## src/rtl/ibex_rvfi_trace_fifo.sv

```systemverilog
// Captures RVFI retirements into a record FIFO streamed over valid/ready.
// Overflow drops are counted and the first record after a loss carries gap=1.
module ibex_rvfi_trace_fifo #(
   parameter int unsigned Depth        = 16,
   parameter int unsigned DropCntWidth = 16
) (
   input  logic                            clk_i,
   input  logic                            rst_ni,
   input  logic                            enable_i,
   input  logic                            flush_i,
   input  logic                            rvfi_valid,
   input  logic [31:0]                     rvfi_pc_rdata,
   input  logic [31:0]                     rvfi_insn,
   input  logic [4:0]                      rvfi_rd_addr,
   input  logic [31:0]                     rvfi_rd_wdata,
   input  logic                            rvfi_trap,
   input  logic                            rvfi_intr,
   input  logic [1:0]                      rvfi_mode,
   output logic                            trace_valid_o,
   input  logic                            trace_ready_i,
   output logic [105:0]                    trace_data_o,
   output logic [$clog2(Depth):0]          level_o,
   output logic [DropCntWidth-1:0]         drop_cnt_o
);

   localparam int unsigned PtrW = $clog2(Depth);
   localparam int unsigned LvlW = PtrW + 1;
   localparam int unsigned RecW = 106;

   logic [RecW-1:0]         mem_q [Depth];
   logic [PtrW-1:0]         wptr_q, wptr_d;
   logic [PtrW-1:0]         rptr_q, rptr_d;
   logic [LvlW-1:0]         level_q, level_d;
   logic                    gap_q, gap_d;
   logic [DropCntWidth-1:0] drop_q, drop_d;

   logic            push_req, pop, full, push_acc, drop;
   logic [RecW-1:0] rec;

   // Record packing; x0 writes carry no meaningful data so they are zeroed.
   always_comb begin
      rec = {gap_q, rvfi_mode, rvfi_intr, rvfi_trap, rvfi_rd_addr,
             (rvfi_rd_addr == 5'd0) ? 32'd0 : rvfi_rd_wdata,
             rvfi_insn, rvfi_pc_rdata};
   end

   // A full FIFO can still accept when the head leaves in the same cycle.
   always_comb begin
      full     = (level_q == LvlW'(Depth));
      push_req = enable_i & rvfi_valid & ~flush_i;
      pop      = trace_valid_o & trace_ready_i & ~flush_i;
      push_acc = push_req & (~full | pop);
      drop     = push_req & full & ~pop;
   end

   always_comb begin
      wptr_d  = wptr_q;
      rptr_d  = rptr_q;
      level_d = level_q;
      gap_d   = gap_q;
      drop_d  = drop_q;
      if (flush_i) begin
         wptr_d  = '0;
         rptr_d  = '0;
         level_d = '0;
         gap_d   = 1'b0;
         drop_d  = '0;
      end else begin
         if (push_acc) begin
            wptr_d = wptr_q + PtrW'(1);
            gap_d  = 1'b0;
         end
         if (pop) begin
            rptr_d = rptr_q + PtrW'(1);
         end
         if (push_acc && !pop) begin
            level_d = level_q + LvlW'(1);
         end else if (pop && !push_acc) begin
            level_d = level_q - LvlW'(1);
         end
         if (drop) begin
            gap_d = 1'b1;
            if (drop_q != {DropCntWidth{1'b1}}) begin
               drop_d = drop_q + DropCntWidth'(1);
            end
         end
      end
   end

   always_ff @(posedge clk_i) begin
      if (!rst_ni) begin
         wptr_q  <= '0;
         rptr_q  <= '0;
         level_q <= '0;
         gap_q   <= 1'b0;
         drop_q  <= '0;
      end else begin
         wptr_q  <= wptr_d;
         rptr_q  <= rptr_d;
         level_q <= level_d;
         gap_q   <= gap_d;
         drop_q  <= drop_d;
         if (push_acc) begin
            mem_q[wptr_q] <= rec;
         end
      end
   end

   // Memory contents are never exposed while empty, so storage needs no reset.
   assign trace_valid_o = (level_q != '0);
   assign trace_data_o  = trace_valid_o ? mem_q[rptr_q] : '0;
   assign level_o       = level_q;
   assign drop_cnt_o    = drop_q;

endmodule

```

## config.mk

```make
export PLATFORM = sky130hd
export DESIGN_NAME = ibex_rvfi_trace_fifo
export DESIGN_NICKNAME = d
export VERILOG_FILES = /design/src/rtl/ibex_rvfi_trace_fifo.sv
export SDC_FILE = /design/constraint.sdc
export NUM_CORES = 1
export LEC_CHECK = 0
export CAP_MARGIN = 20
export CORE_AREA = 2 2 643 453
export CTS_BUF_LIST = sky130_fd_sc_hd__clkbuf_8 sky130_fd_sc_hd__clkbuf_16
export DETAILED_ROUTE_END_ITERATION = 7
export DIE_AREA = 0 0 645 455
export PLACE_DENSITY = 0.49
export SKIP_LAST_GASP = 1
export SLEW_MARGIN = 20
export SYNTH_ARGS = -nofsm -noshare
export SYNTH_HDL_FRONTEND = slang
export SYNTH_SLANG_ARGS = --single-unit
```

## constraint.sdc

```tcl
create_clock -name clk_i -period 12.9 [get_ports clk_i]
set_input_delay 2.58 -clock clk_i [delete_from_list [all_inputs] [get_ports clk_i]]
set_output_delay 2.58 -clock clk_i [all_outputs]
set_load 0.005 [all_outputs]
```

==> qor.yml <==
status:
  outcome: "finished clean"
worst_setup_path:
  crit_buf_inv: 2
  path_cells: "nor4_1 > or2b_1 > nand2b_4 > buf_4 > o22ai_1 > clkdlybuf4s50_1"
  path_class: "flop to output port"
  crit_path_max_fanout: 40
  crit_family: "simple AND/OR/NAND/NOR gates"
  startpoint_type: "flop"
  crit_slowest_cell: "nor4_1"
  critPathMaxStageDelay_ns: 0.91
  worstSetupStartpoint: "level_o[0]"
  crit_arrival_ns: 5.03
  worst_setup_path_end_kind: "output port"
  cp.required_ns: 10.32
  r2r_start: "level_o[0]"
job:
  drv_cap: 0
floorplanning:
  rows: 165
  fp.dieH_um: 455
  io_pins: 239
  fp.dieArea_sq_mm: 0.293
  die_w_um: 645
  placeableCoreArea_sq_mm: 0.287
  start_util_pct: 22.9
sta:
  final_max_slew_viol_count: 0
  max_freq_ghz: 0.131
  rsz0062_at_grt: "false"
  finalSetupTns_ns: 0
  period_minus_slack_ns: 7.61
  fin_crit_sh_pct: 59.0
  max-slew-margin-rel_pct: 25.1
  fin_ws_ns: 5.29
  worstMarginPinSlew_ns: 1.12
  finalHoldViolations: 0
  fin_worst_skew_ns: 0.0578
  setup_violations: 0
power_and_ir_drop:
  swShare_pct: 20.8
  p_leak_nw: 22.8
  seqPwrFrac_pct: 52.5
  comb_power_share_pct: 3.1
  p_switching_w: 0.00245
  ir_drop_mv: 0.119
  p_int_w: 0.00933
  powerDensity_mw_per_mm2: 149
  clockPowerShare_pct: 44.4
global_route:
  antenna_found_initial: 28
  grt_max_degree: 102
  grt_use_total_pct: 11.8
  grt_pass1_wl_um: 248000
  grt_overflow: 0
  grt_pass1_vias: 31700
synthesis:
  syn_nets: 2952
  ys_seq_elements: 1730
  yosysWarnings: 0
  yosysUniqueCellTypes: 46
  synthArstFlopShare_pct: 0
  syn_area_sq_mm: 0.0659
  avgSynthCellArea_sq_um: 23.3
  synth_top_area_share_pct: 77.3
  netlist_instances: 2830
  synth.largest_area_cell: "edfxtp_1"
  ys.flop_type: "edfxtp_1"
  synthTopCellsByArea: "edfxtp_1 (77%), mux4_2 (14%), mux2i_1 (3.3%), dfxtp_1 (1.0%), o22ai_1 (1.0%)"
  synth_edf_count: 1696
  synth-seq-area-share_pct: 78.3
place:
  place_area_sq_mm: 0.0732
  hpwl_um: 88600
  pre_cts_slack_ns: 5.88
  placed_cells: 6817
  numPortBuffers: 238
  globalplace.congestion: 0.671
drt:
  drt_iter0_drc: 2413
  wl_met2_um: 86200
  top_layer_used: "met5"
  route.vias.total: 30700
  routedLengthMet1_um: 77300
  remaining_drc_errors: 0
  antenna_left: 0
  vias_per_cell: 4.30
  totalWireLength_um: 177000
  wl_per_cell_um: 24.8
  drtPass1Iterations: 7
  met3_length_um: 9310
clocking:
  post_cts_buffers: 0
  htreeDepth: 4
  ctsResizeCount: 0
  clock-root-buffer: "clkbuf_16"
  hold_buffers: 0
  clockBufferDepth: 4
  tritoncts: "done"
  worstSkewPairLatency_ns: 0.83
  cts_buffers: 185
  path_clk_slew_ns: 0.06
  cts_sinks: 1730
worst_hold_path:
  min_from: "drop_cnt_o[6]"
  hold_class: "flop to flop"
finish:
  drive_gt1_share_pct: 23.4
  stdcell_count: 7146
  layout_common_cells: "edfxtp_1 (1696), mux4_2 (424), clkdlybuf4s50_1 (238)"
  final_nets: 3286
  seq_area_sq_mm: 0.0516
  multi_input_area_sq_mm: 0.0138
  syn_to_final_growth_pct: 20.0
  fillCellCount: 28300
  layout.cells.most_common: "edfxtp_1"
  design_area_sq_mm: 0.0791
[cell type report]
class | count | area share (%)
timing repair buffer | 299 | 3.75
inverter | 6 | 0.0285
sequential | 1730 | 65.3
antenna | 5 | 0.0158
tap | 3841 | 6.08
multi-input combinational | 942 | 17.4
clock inverter | 137 | 1.53
clock buffer | 186 | 5.89
[tightest hold or removal path, stage by stage (launching register included)]
cell	delay [ns]
dfxtp_1	0.35
o31ai_1	0.08
a21oi_1	0.06
[per-stage QoR]
stage,total power (W),utilization [%],hold slack [ns]
2_1_floorplan,0.00644,-,0.488
3_3_place_gp,0.00667,25.5,0.487
3_5_place_dp,0.00668,25.5,0.506
4_1_cts,0.0119,27.5,0.520
5_1_grt,0.0122,27.5,0.534
6_report,0.0118,27.5,0.526
[cells by family (layout without fill, tap and decap cells)]
| logic type | after synthesis | count (layout) | synth area share, % |
|---|---|---|---|
| simple gates | 131 | 131 | 1.18 |
| compound gates | 151 | 151 | 1.44 |
| fa+ha+maj | 11 | 11 | 0.220 |
| mux | 641 | 641 | 17.8 |
| flops | 1730 | 1730 | 78.3 |
| buf+inv | 158 | 628 | 0.976 |
| other cells | 0 | 5 | 0 |
| xor+xnor | 8 | 8 | 0.106 |
[state kept, by name (all words and copies together) (netlist names), named ones only]
| register | cells |
|---|---|
| level_o | 5 |
| drop_cnt_o | 16 |
| wptr_q | 4 |
| rptr_q | 4 |
| mem_q | 1696 |
| gap_q | 1 |
[synth_stat cells (all sizes together) (3+ instances only)]
master / instances
edfxtp: 1696
mux4: 424
mux2i: 217
o22ai: 106
clkbuf: 82
buf: 70
nor2b: 36
dfxtp: 34
a21oi: 18
nor2: 17
and3: 15
or4: 12
ha: 10
nand2: 10
o31ai: 10
nand3: 9
inv: 6
nand4: 6
nor3: 6
o21ai: 5
xor2: 5
and4: 4
nand2b: 4
nor4: 3
o211ai: 3
or3: 3
xnor2: 3
[routing by layer]
layer	global-route usage, %	up-vias
met5	0	-
met4	3.25	20
met3	2.46	300
met2	19.6	757
met1	15.7	16800
li1	-	12800
[path summary, 6_finish.rpt]
check | slack (ns) | to | cells past startpoint
worst min-delay path | 0.53 | drop_cnt_o[6] | 2
worst max register to register | 9.24 | mem_q[0][58] | 6
worst min register to register | 0.53 | drop_cnt_o[6] | 2
worst max-delay path | 5.29 | trace_data_o[91] | 6
[power groups by stage]
| stage | registers [W] | clock network, W | logic, W |
|---|---|---|---|
| after floorplan | 0.00630 | 0 | 0.000136 |
| after detailed placement | 0.00630 | 0 | 0.000375 |
| after global placement | 0.00630 | 0 | 0.000370 |
| after CTS | 0.00618 | 0.00539 | 0.000376 |
| final | 0.00618 | 0.00523 | 0.000365 |
| after global routing | 0.00618 | 0.00559 | 0.000396 |
No activity file was read; power rests on OpenSTA's default activity.
